[src/rtl/serial_adder_ctrl.sv]
// Bit-serial adder controller: sequences a single full_adder cell over WIDTH
// cycles (LSB first) to add two WIDTH-bit operands plus a carry-in.
// Requester handshake: start (accepted when not busy), busy, one-cycle done.

// Single-bit combinational full adder cell shared by the serial datapath.
module full_adder (
    input  logic a,
    input  logic b,
    input  logic ci,
    output logic s,
    output logic co
);
    assign s  = a ^ b ^ ci;
    assign co = (a & b) | (ci & (a ^ b));
endmodule

module serial_adder_ctrl #(
    parameter int unsigned WIDTH = 8
) (
    input  logic             clk,
    input  logic             rst_n,
    input  logic             start,
    input  logic [WIDTH-1:0] a,
    input  logic [WIDTH-1:0] b,
    input  logic             cin,
    output logic             busy,
    output logic             done,
    output logic [WIDTH-1:0] sum,
    output logic             cout
);
    localparam int unsigned CW = (WIDTH > 1) ? $clog2(WIDTH) : 1;

    typedef enum logic [1:0] {
        IDLE,
        ADD,
        DONE
    } state_t;

    state_t           state_q, state_d;
    logic [WIDTH-1:0] opa_q, opa_d;
    logic [WIDTH-1:0] opb_q, opb_d;
    logic [WIDTH-1:0] psum_q, psum_d;
    logic [WIDTH-1:0] sum_q, sum_d;
    logic [CW-1:0]    cnt_q, cnt_d;
    logic             creg_q, creg_d;
    logic             cout_q, cout_d;

    logic             fa_sum;
    logic             fa_carry;
    logic [WIDTH-1:0] psum_nx;
    logic             unused_psum_lsb;

    full_adder u_fa (
        .a  (opa_q[0]),
        .b  (opb_q[0]),
        .ci (creg_q),
        .s  (fa_sum),
        .co (fa_carry)
    );

    // Partial sum fills from the MSB side; after WIDTH shifts it is LSB-aligned.
    if (WIDTH == 1) begin : g_psum_w1
        assign psum_nx = fa_sum;
    end else begin : g_psum_wn
        assign psum_nx = {fa_sum, psum_q[WIDTH-1:1]};
    end

    // Bit 0 of the partial sum is always shifted out before it matters.
    assign unused_psum_lsb = psum_q[0];

    // State and datapath registers.
    always_ff @(posedge clk or negedge rst_n) begin
        if (!rst_n) begin
            state_q <= IDLE;
            opa_q   <= '0;
            opb_q   <= '0;
            psum_q  <= '0;
            sum_q   <= '0;
            cnt_q   <= '0;
            creg_q  <= 1'b0;
            cout_q  <= 1'b0;
        end else begin
            state_q <= state_d;
            opa_q   <= opa_d;
            opb_q   <= opb_d;
            psum_q  <= psum_d;
            sum_q   <= sum_d;
            cnt_q   <= cnt_d;
            creg_q  <= creg_d;
            cout_q  <= cout_d;
        end
    end

    // Next-state and datapath control: load on accepted start, shift one bit per ADD cycle.
    always_comb begin
        state_d = state_q;
        opa_d   = opa_q;
        opb_d   = opb_q;
        psum_d  = psum_q;
        sum_d   = sum_q;
        cnt_d   = cnt_q;
        creg_d  = creg_q;
        cout_d  = cout_q;
        case (state_q)
            IDLE, DONE: begin
                if (start) begin
                    opa_d   = a;
                    opb_d   = b;
                    creg_d  = cin;
                    cnt_d   = '0;
                    psum_d  = '0;
                    state_d = ADD;
                end else begin
                    state_d = IDLE;
                end
            end
            ADD: begin
                creg_d = fa_carry;
                psum_d = psum_nx;
                opa_d  = opa_q >> 1;
                opb_d  = opb_q >> 1;
                cnt_d  = cnt_q + 1'b1;
                if (cnt_q == CW'(WIDTH - 1)) begin
                    sum_d   = psum_nx;
                    cout_d  = fa_carry;
                    state_d = DONE;
                end
            end
            default: state_d = IDLE;
        endcase
    end

    assign busy = (state_q == ADD);
    assign done = (state_q == DONE);
    assign sum  = sum_q;
    assign cout = cout_q;
endmodule
[config.mk]
export PLATFORM = sky130hd
export DESIGN_NAME = serial_adder_ctrl
export DESIGN_NICKNAME = d
export VERILOG_FILES = /design/src/rtl/serial_adder_ctrl.sv
export SDC_FILE = /design/constraint.sdc
export NUM_CORES = 1
export LEC_CHECK = 0
export CORE_MARGIN = 10
export CORE_UTILIZATION = 49
export CTS_BUF_LIST = sky130_fd_sc_hd__clkbuf_8
export DETAILED_ROUTE_END_ITERATION = 10
export PLACE_DENSITY = 0.84
export SLEW_MARGIN = 10
export SYNTH_ARGS = -nofsm -noshare
export SYNTH_HDL_FRONTEND = slang
export SYNTH_HIERARCHICAL = 1
export SYNTH_SLANG_ARGS = --single-unit
[constraint.sdc]
create_clock -name clk -period 1.3 [get_ports clk]
set_input_delay 0.13 -clock clk [delete_from_list [all_inputs] [get_ports clk]]
set_output_delay 0.13 -clock clk [all_outputs]
set_load 0.005 [all_outputs]
---- Word-level counts from Yosys, hierarchy flattened ----
Cells that the tools add are included.
word-level totals
  register bits after elaboration ......... 39
  input port bits ......................... 20
  output and inout port bits .............. 11
  word-level logic and storage cells ...... 37
operators by class
  add/sub/neg operators ................... 1
  eq/ne operators ......................... 5
  multiplexer cells ....................... 13
  bitwise operators ....................... 5
  reduce and logical (&&, ||, !) cells .... 5
operators with widths
  operator                                                count
  case mux 8 bit (2 select lines)                         3
  2-to-1 mux 8 bit                                        3
  case mux 3 bit (2 select lines)                         1
  case mux 2 bit (2 select lines)                         1
  AND reduction 2 bit                                     2
  adder 3 x 1 -> 3 bit (second input constant)            1
  equality test 3 bit (second input constant)             1
  2-to-1 mux 3 bit                                        1
  bitwise AND 1 bit                                       2
  equality test 2 x 1 -> 1 bit (second input constant)    1
  equality test 2 bit (second input constant)             1
  zero test 2 bit                                         1
  2-to-1 mux 1 bit                                        2
  2-to-1 mux 2 bit                                        1
  inequality test 2 x 1 -> 1 bit (second input constant)  1
  inequality test 2 bit (second input constant)           1
  case mux 1 bit (2 select lines)                         1
  nonzero test 2 bit                                      1
  OR reduction 2 bit                                      1
  XOR 1 bit                                               2
  bitwise OR 1 bit                                        1

---- Logic depth before layout (Yosys ltp) ----
Gate-level depths: netlist of the first run.
  word-level depth ........................ 4
  gate-level depth with buffers ........... 5
  mapped depth without buffers ............ 4

---- Hierarchy ----
The synthesis of the first run kept the hierarchy.
modules (own cells, without submodules)
  module             instances  cells each  area each (um2)  sequential area each (um2)
  serial_adder_ctrl  1          150         1815.5           950.9
  full_adder         1          1           20.0             0.0

---- Least setup slack after synthesis of the first run ----
OpenSTA, ideal clock, no wires.
  kind .................................... reg2reg
  start ................................... register state_q[0]
  end ..................................... register cout_q (netlist: cout)
  setup time .............................. 0.125 ns
  arrival ................................. 1.234 ns
  data required time ...................... 1.175 ns
  setup slack ............................. -0.059 ns
  cell stages (with the launch flop) ...... 6
  period minus slack after synthesis ...... 1.359 ns
  cell sequence ........................... dfrtp_1 -> buf_4 -> and2b_4 -> buf_6 -> nand2_4 -> mux2_4
on the way
  longest elaborated chain between the ends .. 2
ends and longest elaborated chain
  item                                  RTL line  RTL
  start: declaration                    39        state_t state_q, state_d;
  start signal: assignment              83        state_q <= state_d;
  equality test 2 x 1 -> 1 bit          -
  via busy                              26        output logic busy,
  AND reduction 2 bit (no source line)  -
  end signal: assignment                90        cout_q <= cout_d;
  end: declaration                      46        logic cout_q, cout_d;
The timed path passes the listed nets, and every way through them passes these cells.
A chain may end at the register's enable or synchronous reset.

---- Worst setup path in the final report of the first run ----
  start ................................... register state_q[1]
  end ..................................... register sum_q[0] (netlist: sum[0])
on the way
  longest elaborated chain between the ends .. 2
ends and longest elaborated chain
  item                                  RTL line  RTL
  equality test 2 x 1 -> 1 bit          104       case (state_q)
  AND reduction 2 bit (no source line)  -
  end signal: assignment                87        sum_q <= sum_d;
  end: declaration                      43        logic [WIDTH-1:0] sum_q, sum_d;
No other way between the ends.

==> results by group, run 1 <==
Floorplan
  – Standard-cell rows: 22
  – Die X: ~81 um
  – Total core area: 3630 um2
  – Starting Density: 50.5%
  – Die footprint: 6590 um2
  – Die Ht: 81.2 um
  – IO Pins: 31

Detailed routing
  – Met2 WL: between 2000 and 2500 um
  – Uppermost layer routed: met4
  – WL per Instance: about 16 um
  – First DRT Iteration DRCs: 60
  – WL met1: about 1700 um
  – Met3 WL: 232 um
  – Vias per inst: 5.43
  – Vias: 1379
  – Remaining antenna violation count: 0
  – WL final: 4180 um
  – Post-route DRC: 0
  – First-pass iteration count of the detailed router: 4

Power and ir drop
  – Sequential fraction of design power: 39.0%
  – Gate power share: 47.2%
  – Pwr dens: 2150 nW/um2
  – P_sw: 1.86 mW
  – P_int: between 3 and 4 mW
  – VDD IR max: ~1.3 mV
  – Leakage: 1.18 nW
  – Switching power share of the total: 34.1%
  – Clock power frac: 13.9%

Yosys
  – Syn Inst Count: 151
  – Netlist Area Pre-Place: approximately 1800 um2
  – Unique masters post-synth: 24
  – Sequential share of the synthesized area: 51.8%
  – Ranking of synthesized cells by area: dfrtp_1 (52%), mux2i_1 (11%), mux2_4 (7.4%), a211oi_1 (5.7%), nor2b_1 (5.1%)
  – Syn_area_per_cell: 12.2 um2
  – Yosys warnings: 6
  – Area leader, netlist: dfrtp_1
  – Post-synth net total: 174
  – Yosys reg bits: 38
  – Post-synth top area share: about half

STA
  – Final hold slack: 0.286 ns
  – Final Cycle Share: 102%
  – Final Skew: 0.00694 ns
  – RSZ-0062 raised after global routing: true
  – Worst-margin pin slew: 0.392 ns
  – Setup ws final: -0.0255 ns
  – Worst slew margin: roughly three quarters
  – Final Hold Viols: 0
  – Minimum clock period: 1.33 ns
  – Fmax: 754 MHz
  – Max Slew Vio Count: 0
  – # setup viols final: 9

Status
  – Status: finished, violations left
  – Violated checks: setup timing

Worst setup path
  – Critical Path RT: 1.48 ns
  – Critical path class: register to register
  – Critical path arrival: 1.51 ns
  – Register-to-Register Path Depth: 4
  – CP Capture Type: register
  – Critical Path Start Type: register
  – Max FO, Critical Path: 5

Worst hold path
  – Tightest Hold Check Type: input port to asynchronous set/reset pin

Cells and area
  – Most common cell after layout, fill and taps aside: dfrtp_1
  – Filler cell count: 280
  – Commonest non-fill, non-tap cells in the layout: dfrtp_1 (37), mux2i_1 (20), buf_4 (20)
  – Final net count: between 200 and 250
  – Non-Filler Instances: 254
  – # diodes: 0
  – Fin util: 69.7%
  – Layout cells sized above 1: 26.7%
  – Synth-to-layout area growth: 37.9%

Clock network
  – H-tree Lvls: 2
  – Clk pin slew, worst setup/hold paths: 0.07 ns
  – Clock Sinks: 38
  – Clk_lat worst skew: slightly below 0.3 ns
  – CTS tree: yes
  – Root buf cell: clkbuf_8
  – Num CTS Buffers: 5
  – Max clock buf depth: 2

Global routing
  – Initial antenna violation count: 0
  – Largest net degree at the start of global routing: 30
  – GRT Resource Usage Total: ~13%
  – GRT overflow: 0
  – First-pass GRT wire length: 6610 um
  – Number of global-route vias before repair: ~1400

Job
  – Max-cap viol count: 0

Placement
  – RD Place Congestion: 0.772
  – Final HPWL DP: 2910 um
  – DP Cell Count: 235
  – Dpl ws: -0.0721 ns
  – IO buf count: 30
worst paths after layout:
kind	from	endpoint	slack, ns
max	state_q[1]$_DFFE_PN0P_	sum[0]$_DFFE_PN0P_	-0.03
min	rst_n	sum[1]$_DFFE_PN0P_	0.29
max reg2reg	state_q[1]$_DFFE_PN0P_	sum[0]$_DFFE_PN0P_	-0.03
min reg2reg	sum[3]$_DFFE_PN0P_	sum[3]$_DFFE_PN0P_	0.51
max in group asynchronous	rst_n	state_q[0]$_DFFE_PN0P_	0.56
min in group clk	b[7]	opb_q[7]$_DFFE_PN0P_	0.50
cell type report:
type	instances	area, um2	share of cell area (%)
repair buffers	57	552	21.8
clock buffers	5	68.8	2.72
flip-flops and latches	38	952	37.6
well taps	48	60.1	2.37
inverters	3	11.3	0.445
clock inverters	2	10.0	0.395
multi-input cells	101	877	34.7
power by group through the flow:
stage / sequential (mW) / clock, mW / combinational [mW]
after floorplan: 2.04 / 0 / 1.47
after global placement: 2.09 / 0 / 2.15
after detailed placement: 2.14 / 0 / 2.29
after CTS: 2.12 / 0.767 / 2.41
after global routing: 2.19 / 0.812 / 2.83
final: 2.12 / 0.755 / 2.57
registers in the layout, summed over array words and instances, names as in the netlist:
| name | count |
|---|---|
| psum_q | 7 |
| state_q | 2 |
| opb_q | 8 |
| creg_q | 1 |
| sum | 8 |
| cout | 1 |
| opa_q | 8 |
| cnt_q | 3 |
cell families after synthesis:
family	after synthesis	share of synthesized area, %
AOI/OAI and AO/OA	42	15.1
adders and majority gates	3	2.45
buffers and inverters	13	3.61
DFF	38	51.8
muxes	30	18.9
and+or+nand+nor	25	8.18
stage by stage:
stage	power [mW]	instance area, um2	setup TNS, ns
3_5_place_dp	4.43	2300	-1.10
5_1_grt	5.84	2530	-0.420
2_1_floorplan	3.51	1860	0
3_3_place_gp	4.24	2300	-0.259
4_1_cts	5.29	2460	-0.104
6_report	5.45	2530	-0.0990
critical path: stages, from the launching register on:
cell and delay, ns:
dfrtp_1 0.40, and2b_4 0.28, buf_12 0.14, nand2_8 0.08, mux2_4 0.30
Yosys cell counts, drive strengths merged:
cell type  instances
clkbuf             3
and2b              1
fa                 1
o21ai              6
a22o               6
dfrtp             38
and3               1
inv                3
nand2              5
nor2b             15
buf                7
nor2               1
ha                 2
nand3              2
mux2              10
mux2i             20
a211oi            14
a221o              1
a21oi             15
timing repair:
item	in CTS	in global routing
buffers inserted	6	5
gates cloned	1	0
resized for setup	11	16
pin swaps	3	2
hold buffers	1	0
setup endpoints to repair	15	34
hold endpoints to repair	16	0
layer usage:
| layer | vias to the layer above | track usage [%] |
|---|---|---|
| met2 | 34 | 23.0 |
| met5 | - | 0 |
| met4 | 0 | 5.88 |
| li1 | 657 | - |
| met3 | 5 | 4.64 |
| met1 | 683 | 13.5 |
Note: power is estimated with default switching activity, not from simulation.
==> inputs of run 2 (changes only) <==
- CAP_MARGIN: default -> 20
- RECOVER_POWER: default -> 50
==> run 2 against run 1 <==
Effect of this change: highest routed layer unchanged; the flow still finishes with violations (setup timing); final cell count stayed put; largest power group unchanged; die area stayed put; critical path depth stayed put.
==> results by group, run 2 (synthesis gave the netlist of run 1 again) <==
STA
  – RSZ-0062 raised after global routing: true
  – Final Skew: 0.00694 ns
  – Fmax: 754 MHz
  – Final Hold Viols: 0
  – Setup ws final: -0.0255 ns
  – Minimum clock period: about 1.3 ns
  – Max Slew Vio Count: 0
  – Worst-margin pin slew: 0.943 ns
  – Worst slew margin: 37.1%
  – Final Cycle Share: 102%
  – # setup viols final: 9
  – Final hold slack: between 0.4 and 0.5 ns
  – Total negative setup slack: -0.0990 ns

Global routing
  – First-pass GRT wire length: 6610 um
  – GRT overflow: 0
  – Initial antenna violation count: 0
  – GRT Resource Usage Total: 13.0%
  – Number of global-route vias before repair: ~1400
  – Largest net degree at the start of global routing: 30

Worst setup path
  – CP Capture Type: register
  – Critical path arrival: about 1.5 ns
  – R2r setup slk: -0.03 ns
  – Crit. Startpoint: state_q[1]$_DFFE_PN0P_
  – Register-to-Register Path Depth: 4
  – Critical path class: register to register
  – Critical Path RT: 1.48 ns
  – Critical Path Start Type: register
  – R2R Path Start: state_q[1]$_DFFE_PN0P_
  – Max FO, Critical Path: 5
  – FF-to-FF End: sum[0]$_DFFE_PN0P_

Placement
  – IO buf count: 30
  – Dpl cell area: 2300 um2
  – RD Place Congestion: 0.772
  – Final HPWL DP: 2910 um
  – DP Cell Count: 235
  – Dpl ws: -0.0721 ns

Clock network
  – Clk pin slew, worst setup/hold paths: roughly 0.070 ns
  – CTS tree: yes
  – Max clock buf depth: 2
  – Num CTS Buffers: 5
  – Clock Sinks: 38
  – H-tree Lvls: 2
  – Clk_lat worst skew: 0.29 ns
  – Root buf cell: clkbuf_8

Detailed routing
  – First DRT Iteration DRCs: 60
  – Vias per inst: 5.43
  – Remaining antenna violation count: 0
  – Post-route DRC: 0
  – Vias: 1378
  – First-pass iteration count of the detailed router: 4
  – WL final: 4180 um
  – WL per Instance: 16.4 um

Cells and area
  – Final Instance Area: 2530 um2
  – Fin util: 69.6%
  – FF/Latch Area: 952 um2
  – Final net count: 229
  – Synth-to-layout area growth: 37.8%
  – # diodes: 0
  – Layout cells sized above 1: between 20% and 30%
  – Filler cell count: 281
  – Non-Filler Instances: 254
  – Commonest non-fill, non-tap cells in the layout: dfrtp_1 (37), mux2i_1 (20), buf_4 (20)
  – Most common cell after layout, fill and taps aside: dfrtp_1
  – Footprint of the multi-input gates: 877 um2

Status
  – Violated checks: setup timing
  – Status: finished, violations left

Floorplan
  – Die X: 81.2 um
  – Total core area: ~3600 um2
  – Die Ht: 81.2 um
  – Starting Density: 50.5%
  – IO Pins: 31
  – Standard-cell rows: 22
  – Die footprint: 6590 um2

Power and ir drop
  – Pwr dens: 2150 nW/um2
  – Leakage: 1.17 nW
  – VDD IR max: 1.27 mV
  – Power Total: 5.45 mW

Job
  – Max-cap viol count: 0

Worst hold path
  – Tightest Hold Check Type: input port to asynchronous set/reset pin
run 2: cell types whose count changed in the layout (fill, tap and decap cells not counted), sizes merged:
| cell | delta |
|---|---|
| clkbuf | +1 |
| buf | -1 |
run 2: critical path, cell delays in order (launching register included):
cell and delay (ns):
dfrtp_1 0.40, and2b_4 0.28, buf_12 0.14, nand2_8 0.08, mux2_4 0.30
run 2: worst max path at each step:
| stage | end | slack, ns | depth (start not counted) |
|---|---|---|---|
| 6_report | sum[0]$_DFFE_PN0P_ | -0.03 | 4 |
| 2_1_floorplan | cout$_DFFE_PN0P_ | 0.004 | 5 |
| 3_3_place_gp | busy | -0.04 | 2 |
| 3_5_place_dp | opb_q[5]$_DFFE_PN0P_ | -0.07 | 5 |
| 5_1_grt | sum[0]$_DFFE_PN0P_ | -0.06 | 4 |
| 4_1_cts | opb_q[2]$_DFFE_PN0P_ | -0.05 | 4 |
run 2: layout make-up:
| class | count | area share (%) |
|---|---|---|
| Clock buffer | 5 | 2.72 |
| Timing Repair Buffer | 57 | 21.8 |
| Inverter | 3 | 0.445 |
| Sequential cell | 38 | 37.6 |
| Clock inverter | 2 | 0.396 |
| Tap cell | 48 | 2.37 |
| Multi-Input combinational cell | 101 | 34.7 |
run 2: timing repair:
action | CTS | global route
setup buffers | 6 | 5
gates cloned | 1 | 0
setup endpoints to repair | 15 | 34
gates resized for setup | 11 | 16
endpoints found under the hold margin | 16 | 0
hold buffers | 1 | 0
pin swaps | 3 | 2
run 2: layer usage:
metal	track usage [%]	wire [um]	up-vias
li1	-	-	657
met1	13.5	1740	682
met2	23.0	2140	34
met3	4.64	232	5
met4	5.88	59	0
met5	0	0	-
run 2: report_power, final:
| part | total [mW] | leakage (nW) | internal (mW) | switching [mW] |
|---|---|---|---|---|
| sequential | 2.12 | 0.468 | 1.73 | 0.395 |
| combinational | 2.57 | 0.661 | 1.51 | 1.07 |
| clock | 0.755 | 0.0438 | 0.359 | 0.396 |
| total | 5.45 | 1.17 | 3.59 | 1.86 |
